## src/rtl/mdu_pkg.sv

```systemverilog
// Shared encodings for the multiply/divide unit: operation codes, FSM states and counter sizing.
package mdu_pkg;

    localparam int MDU_WIDTH = 32;

    typedef enum logic [1:0] {
        OP_MULT  = 2'b00,
        OP_MULTU = 2'b01,
        OP_DIV   = 2'b10,
        OP_DIVU  = 2'b11
    } mdu_op_e;

    typedef enum logic [1:0] {
        S_IDLE = 2'b00,
        S_CALC = 2'b01,
        S_FIN  = 2'b10
    } mdu_state_e;

    function automatic int mdu_cnt_w(input int width);
        return (width > 1) ? $clog2(width) : 1;
    endfunction

    localparam int MDU_CNT_W = mdu_cnt_w(MDU_WIDTH);

endpackage

```

## src/rtl/mdu_divider.sv

```systemverilog
// One restoring-divide step: shift the next dividend bit into the remainder and subtract the divisor if it fits.
module mdu_divider
    import mdu_pkg::*;
#(
    parameter int WIDTH = MDU_WIDTH
) (
    input  logic [WIDTH-1:0] rem_i,
    input  logic [WIDTH-1:0] quo_i,
    input  logic [WIDTH-1:0] divisor_i,
    output logic [WIDTH-1:0] rem_o,
    output logic [WIDTH-1:0] quo_o
);

    logic [WIDTH:0] shifted;
    logic [WIDTH:0] diff;

    assign shifted = {rem_i, quo_i[WIDTH-1]};
    assign diff    = shifted - {1'b0, divisor_i};

    // diff[WIDTH] is the borrow: set means the divisor did not fit, so restore.
    assign rem_o = diff[WIDTH] ? shifted[WIDTH-1:0] : diff[WIDTH-1:0];
    assign quo_o = {quo_i[WIDTH-2:0], ~diff[WIDTH]};

endmodule

```

## src/rtl/mul_div_unit.sv

```systemverilog
// Iterative MULT/MULTU/DIV/DIVU unit owning the HI/LO registers (shift-add multiply, restoring divide).
// Define MDU_DIV_EN to build the divider; without it DIV/DIVU just pulse done_o and leave HI/LO alone.
module mul_div_unit
    import mdu_pkg::*;
#(
    parameter int WIDTH = MDU_WIDTH
) (
    input  logic             clk_i,
    input  logic             rst_i,
    input  logic             start_i,
    input  logic [1:0]       op_i,
    input  logic [WIDTH-1:0] rs_data_i,
    input  logic [WIDTH-1:0] rt_data_i,
    input  logic             hi_we_i,
    input  logic             lo_we_i,
    input  logic [WIDTH-1:0] wdata_i,
    output logic             busy_o,
    output logic             done_o,
    output logic [WIDTH-1:0] hi_o,
    output logic [WIDTH-1:0] lo_o
);

    localparam int CNT_W = mdu_cnt_w(WIDTH);

    function automatic logic [WIDTH-1:0] neg_if(input logic [WIDTH-1:0] v, input logic n);
        return n ? -v : v;
    endfunction

    function automatic logic [2*WIDTH-1:0] neg_if_wide(input logic [2*WIDTH-1:0] v, input logic n);
        return n ? -v : v;
    endfunction

    mdu_state_e         state;
    logic [CNT_W-1:0]   count;
    logic               done_r;
    logic [WIDTH-1:0]   hi_r;
    logic [WIDTH-1:0]   lo_r;
    logic [WIDTH-1:0]   opb;
    logic [2*WIDTH-1:0] acc;
    logic               neg_lo;

    logic signed [WIDTH-1:0] rs_s;
    logic signed [WIDTH-1:0] rt_s;
    logic                    is_signed;
    logic                    op_is_div;
    logic                    rs_neg;
    logic                    rt_neg;
    logic [WIDTH-1:0]        rs_mag;
    logic [WIDTH-1:0]        rt_mag;

    logic [WIDTH:0]     mul_sum;
    logic [2*WIDTH-1:0] mul_next;
    logic [2*WIDTH-1:0] step_next;
    logic [WIDTH-1:0]   res_hi;
    logic [WIDTH-1:0]   res_lo;

    assign rs_s      = rs_data_i;
    assign rt_s      = rt_data_i;
    assign is_signed = (op_i == OP_MULT) || (op_i == OP_DIV);
    assign op_is_div = (op_i == OP_DIV) || (op_i == OP_DIVU);
    assign rs_neg    = is_signed && (rs_s < 0);
    assign rt_neg    = is_signed && (rt_s < 0);
    assign rs_mag    = neg_if(rs_data_i, rs_neg);
    assign rt_mag    = neg_if(rt_data_i, rt_neg);

    // Multiply step: acc = {partial product, remaining multiplier bits}, shifted right each cycle.
    assign mul_sum  = {1'b0, acc[2*WIDTH-1:WIDTH]} + {1'b0, opb};
    assign mul_next = acc[0] ? {mul_sum, acc[WIDTH-1:1]} : {1'b0, acc[2*WIDTH-1:1]};

`ifdef MDU_DIV_EN
    logic             is_div;
    logic             neg_hi;
    logic             div_zero;
    logic [WIDTH-1:0] div_rem;
    logic [WIDTH-1:0] div_quo;

    mdu_divider #(.WIDTH(WIDTH)) u_divider (
        .rem_i     (acc[2*WIDTH-1:WIDTH]),
        .quo_i     (acc[WIDTH-1:0]),
        .divisor_i (opb),
        .rem_o     (div_rem),
        .quo_o     (div_quo)
    );

    assign step_next = is_div ? {div_rem, div_quo} : mul_next;
`else
    assign step_next = mul_next;
`endif

    always_comb begin
        {res_hi, res_lo} = neg_if_wide(acc, neg_lo);
`ifdef MDU_DIV_EN
        if (is_div) begin
            res_hi = neg_if(acc[2*WIDTH-1:WIDTH], neg_hi);
            res_lo = div_zero ? '1 : neg_if(acc[WIDTH-1:0], neg_lo);
        end
`endif
    end

    // Control and architectural HI/LO
    always_ff @(posedge clk_i) begin
        if (!rst_i) begin
            state  <= S_IDLE;
            count  <= '0;
            done_r <= 1'b0;
            hi_r   <= '0;
            lo_r   <= '0;
        end else begin
            done_r <= 1'b0;
            case (state)
                S_IDLE: begin
                    if (hi_we_i) hi_r <= wdata_i;
                    if (lo_we_i) lo_r <= wdata_i;
                    if (start_i) begin
`ifdef MDU_DIV_EN
                        state <= S_CALC;
                        count <= '0;
`else
                        if (op_is_div) begin
                            done_r <= 1'b1;
                        end else begin
                            state <= S_CALC;
                            count <= '0;
                        end
`endif
                    end
                end
                S_CALC: begin
                    count <= count + 1'b1;
                    if (count == CNT_W'(WIDTH - 1)) begin
                        state <= S_FIN;
                        count <= '0;
                    end
                end
                S_FIN: begin
                    hi_r   <= res_hi;
                    lo_r   <= res_lo;
                    done_r <= 1'b1;
                    state  <= S_IDLE;
                end
                default: state <= S_IDLE;
            endcase
        end
    end

    // Operand latch and iteration datapath
    always_ff @(posedge clk_i) begin
        if (state == S_IDLE && start_i) begin
            opb    <= op_is_div ? rt_mag : rs_mag;
            acc    <= {{WIDTH{1'b0}}, (op_is_div ? rs_mag : rt_mag)};
            neg_lo <= rs_neg ^ rt_neg;
`ifdef MDU_DIV_EN
            is_div   <= op_is_div;
            neg_hi   <= rs_neg;
            div_zero <= (rt_data_i == '0);
`endif
        end else if (state == S_CALC) begin
            acc <= step_next;
        end
    end

    assign busy_o = (state != S_IDLE);
    assign done_o = done_r;
    assign hi_o   = hi_r;
    assign lo_o   = lo_r;

endmodule

```

## config.mk

```make
export PLATFORM = sky130hd
export DESIGN_NAME = mul_div_unit
export DESIGN_NICKNAME = d
export VERILOG_FILES = /design/src/rtl/mdu_pkg.sv /design/src/rtl/mdu_divider.sv /design/src/rtl/mul_div_unit.sv
export SDC_FILE = /design/constraint.sdc
export NUM_CORES = 1
export LEC_CHECK = 0
export CORE_AREA = 4 4 220 222
export DETAILED_ROUTE_END_ITERATION = 10
export DIE_AREA = 0 0 224 226
export SYNTH_ARGS = -nofsm -noshare
export SYNTH_HDL_FRONTEND = slang
export SYNTH_SLANG_ARGS = --single-unit
```

## constraint.sdc

```tcl
create_clock -name clk_i -period 3.75 [get_ports clk_i]
set_clock_uncertainty 0.2 [all_clocks]
set_input_delay 1.125 -clock clk_i [delete_from_list [all_inputs] [get_ports clk_i]]
set_output_delay 1.125 -clock clk_i [all_outputs]
set_load 0.005 [all_outputs]
```

==> results.ini <==
[run_status]
outcome=finished, final reports clean

[min_path]
whs_path_depth=1
min_to=count[3]
holdCritStartpoint=count[3]
min_path_type=reg -> reg

[setup_path]
reg2regPathDepth=10
crit_arrival_ns=3.58
r2r-end=acc[53]
setup.worst_path.end_class=register
reg2reg_slack_ns=0.21
cp_max_fo=4
cp.required_ns=3.71
r2r-start=opb[0]
worstSetupStartpointType=input pin
crit_type=in -> reg

[yosys]
syn_inst=1391
synth_area_leader_cell=dfxtp_1
ys_seq_area_frac=0.351
ys_ff_latch=169
synth_area_sq_um=11500
syn_area_per_cell_sq_um=8.27
synth-edff-count=65
netlist_top_cells_area=dfxtp_1 (18%), edfxtp_1 (17%), a21oi_1 (6.7%), xor2_1 (6.2%), o21ai_0 (5.0%)
yosysUniqueCellTypes=69
yosys.area.top_type_share=0.181
syn-num-nets=1532
synth_flop_cell=dfxtp_1
synthArstFlopShare=0
ys_warn_count=0

[layout]
final_cell_mix=clkdlybuf4s50_1 (167), a21oi_1 (154), nor2_1 (141)
final_nets=1753
drive_gt1_frac=0.113
multi_input_area_sq_um=7100
final_common_cell=clkdlybuf4s50_1
regArea_sq_um=4030
fin_util=0.327
final_area_sq_um=15200
n_antenna_cell=0
final_cell_count_no_fill=2232
syn_to_final_growth_pct=32.0
nFillCells=4770

[sta]
setup_tns_ns=0
setup_ws_ns=0.132
setup_viol=0
slew_viol_final=0
fmax_mhz=276
period_needed_ns=3.62
rsz0062_at_grt=yes
tightest_slew_ns=0.876
hold_viol_final=0
relSlewSlack=0.416
post-route-period-util=0.965

[power_and_ir_drop]
power.density_nw_per_um2=416
leakage_nw=5.84
vdd_ir_drop_max_v=0.000246

[floorplan]
die_h_microns=226
num_rows=79
core_area_sq_um=46400
dieArea_sq_um=50600
start_util=0.248
die_x_microns=224
ios=169

[place]
placed_area_sq_um=14500
place_congestion=0.895
place_inst=2197
place_ws_ns=-0.554
io_buffers=168
hpwlAfterDp_mm=35.0

[cts]
clk_pin_slew_ns=0.08
cts.sinks=169
cts_tree=done
cts_root_buffer=clkbuf_16
numCtsBuffers=17
cts.htree.levels=4
hold_buffers=0
clk_path_buf_depth=2
clk_latency_ns=0.45

[drt]
drtAntennaViolNets=0
first_iter_violations=937
vias=11600
post_drt_wl_per_cell_microns=19.5
route.detailed.drc=0
wirelength_mm=43.6
drtPass1Iterations=5
viasPerCell=5.19

[global_route]
antenna_found_initial=1
grt_pass1_wl_mm=65.3
grt.total_usage=0.165
grt_max_degree=77
grt_pass1_vias=11100
grt_overflow=0

[flow_run]
drv_cap=0

[cells in the mapped netlist, types with 15 or more instances]
| cell | count |
|---|---|
| clkbuf_1 | 78 |
| a31oi_1 | 19 |
| xor2_1 | 81 |
| ha_1 | 37 |
| edfxtp_1 | 65 |
| dfxtp_1 | 104 |
| a21o_1 | 26 |
| o21ai_0 | 114 |
| xnor2_1 | 61 |
| a211oi_1 | 28 |
| nand2b_1 | 15 |
| o41ai_1 | 18 |
| and3_1 | 17 |
| a21oi_1 | 154 |
| inv_1 | 22 |
| mux2i_1 | 24 |
| nand2_1 | 108 |
| o221ai_1 | 19 |
| o31ai_1 | 31 |
| nor3_1 | 22 |
| nand3_1 | 34 |
| nor2_1 | 141 |
[metal layers]
layer | track usage | wire length, microns | vias to the layer above
met1 | 0.207 | 18000 | 5544
met4 | 0.0604 | 1430 | 2
met3 | 0.0207 | 2020 | 66
met5 | 0 | 8 | -
met2 | 0.291 | 22200 | 369
li1 | - | - | 5605
[power breakdown]
part           internal [mW]  switching, mW
Combinational          0.935           1.21
Sequential              2.14          0.259
Clock                  0.890          0.879
[worst max-delay path: stages]
cell and delay [ns]:
clkdlybuf4s50_1 0.44, or4_4 0.57, nor4b_2 0.23, buf_4 0.15, nand2_1 0.07, nor4_2 0.14
nand3_1 0.09, buf_4 0.17, o41ai_4 0.21, xor2_1 0.22, o221ai_1 0.15
[layout make-up]
type	instances	area share
multi-input combinational	1111	0.468
sequential	169	0.266
timing repair buffer	288	0.172
tap	607	0.0501
clock buffer	17	0.0280
clock inverter	15	0.0101
inverter	25	0.00627
[worst max path at each step]
stage | startpoint | to | slack, ns
after floorplan | rt_data_i[12] | acc[30] | 0.04
after global placement | rt_data_i[12] | acc[30] | -0.54
after detailed placement | rt_data_i[12] | acc[26] | -0.55
after CTS | rt_data_i[12] | acc[26] | 0.01
after global routing | rt_data_i[12] | acc[26] | -0.01
final | rt_data_i[12] | acc[26] | 0.13
[metrics by stage]
stage	hold slack [ns]	total power [mW]
4_1_cts	0.253	6.31
5_1_grt	0.281	6.62
3_3_place_gp	0.235	4.53
3_5_place_dp	0.241	4.56
6_report	0.255	6.31
2_1_floorplan	0.215	3.64
[sequential cells by signal (all words and copies together) (netlist names)]
register  flops
acc          64
hi_o         32
lo_o         32
count         5
done_o        1
state         2
neg_lo        1
opb          32
[logic make-up after synthesis]
kind of cell | share of synthesized area
xor gates and xnor gates | 0.108
muxes | 0.0229
AOI/OAI and AO/OA | 0.263
DFF | 0.351
and+or+nand+nor | 0.177
buffers and inverters | 0.0363
adders and majority gates | 0.0420
[repair_timing]
action / 4_1_cts / 5_1_grt
setup buffers: 1 / 2
setup endpoints to repair: 4 / 12
endpoints found under the hold margin: 0 / 0
pin swaps: 1 / 2
gates resized for setup: 2 / 6
(Power assumes the default switching activity.)
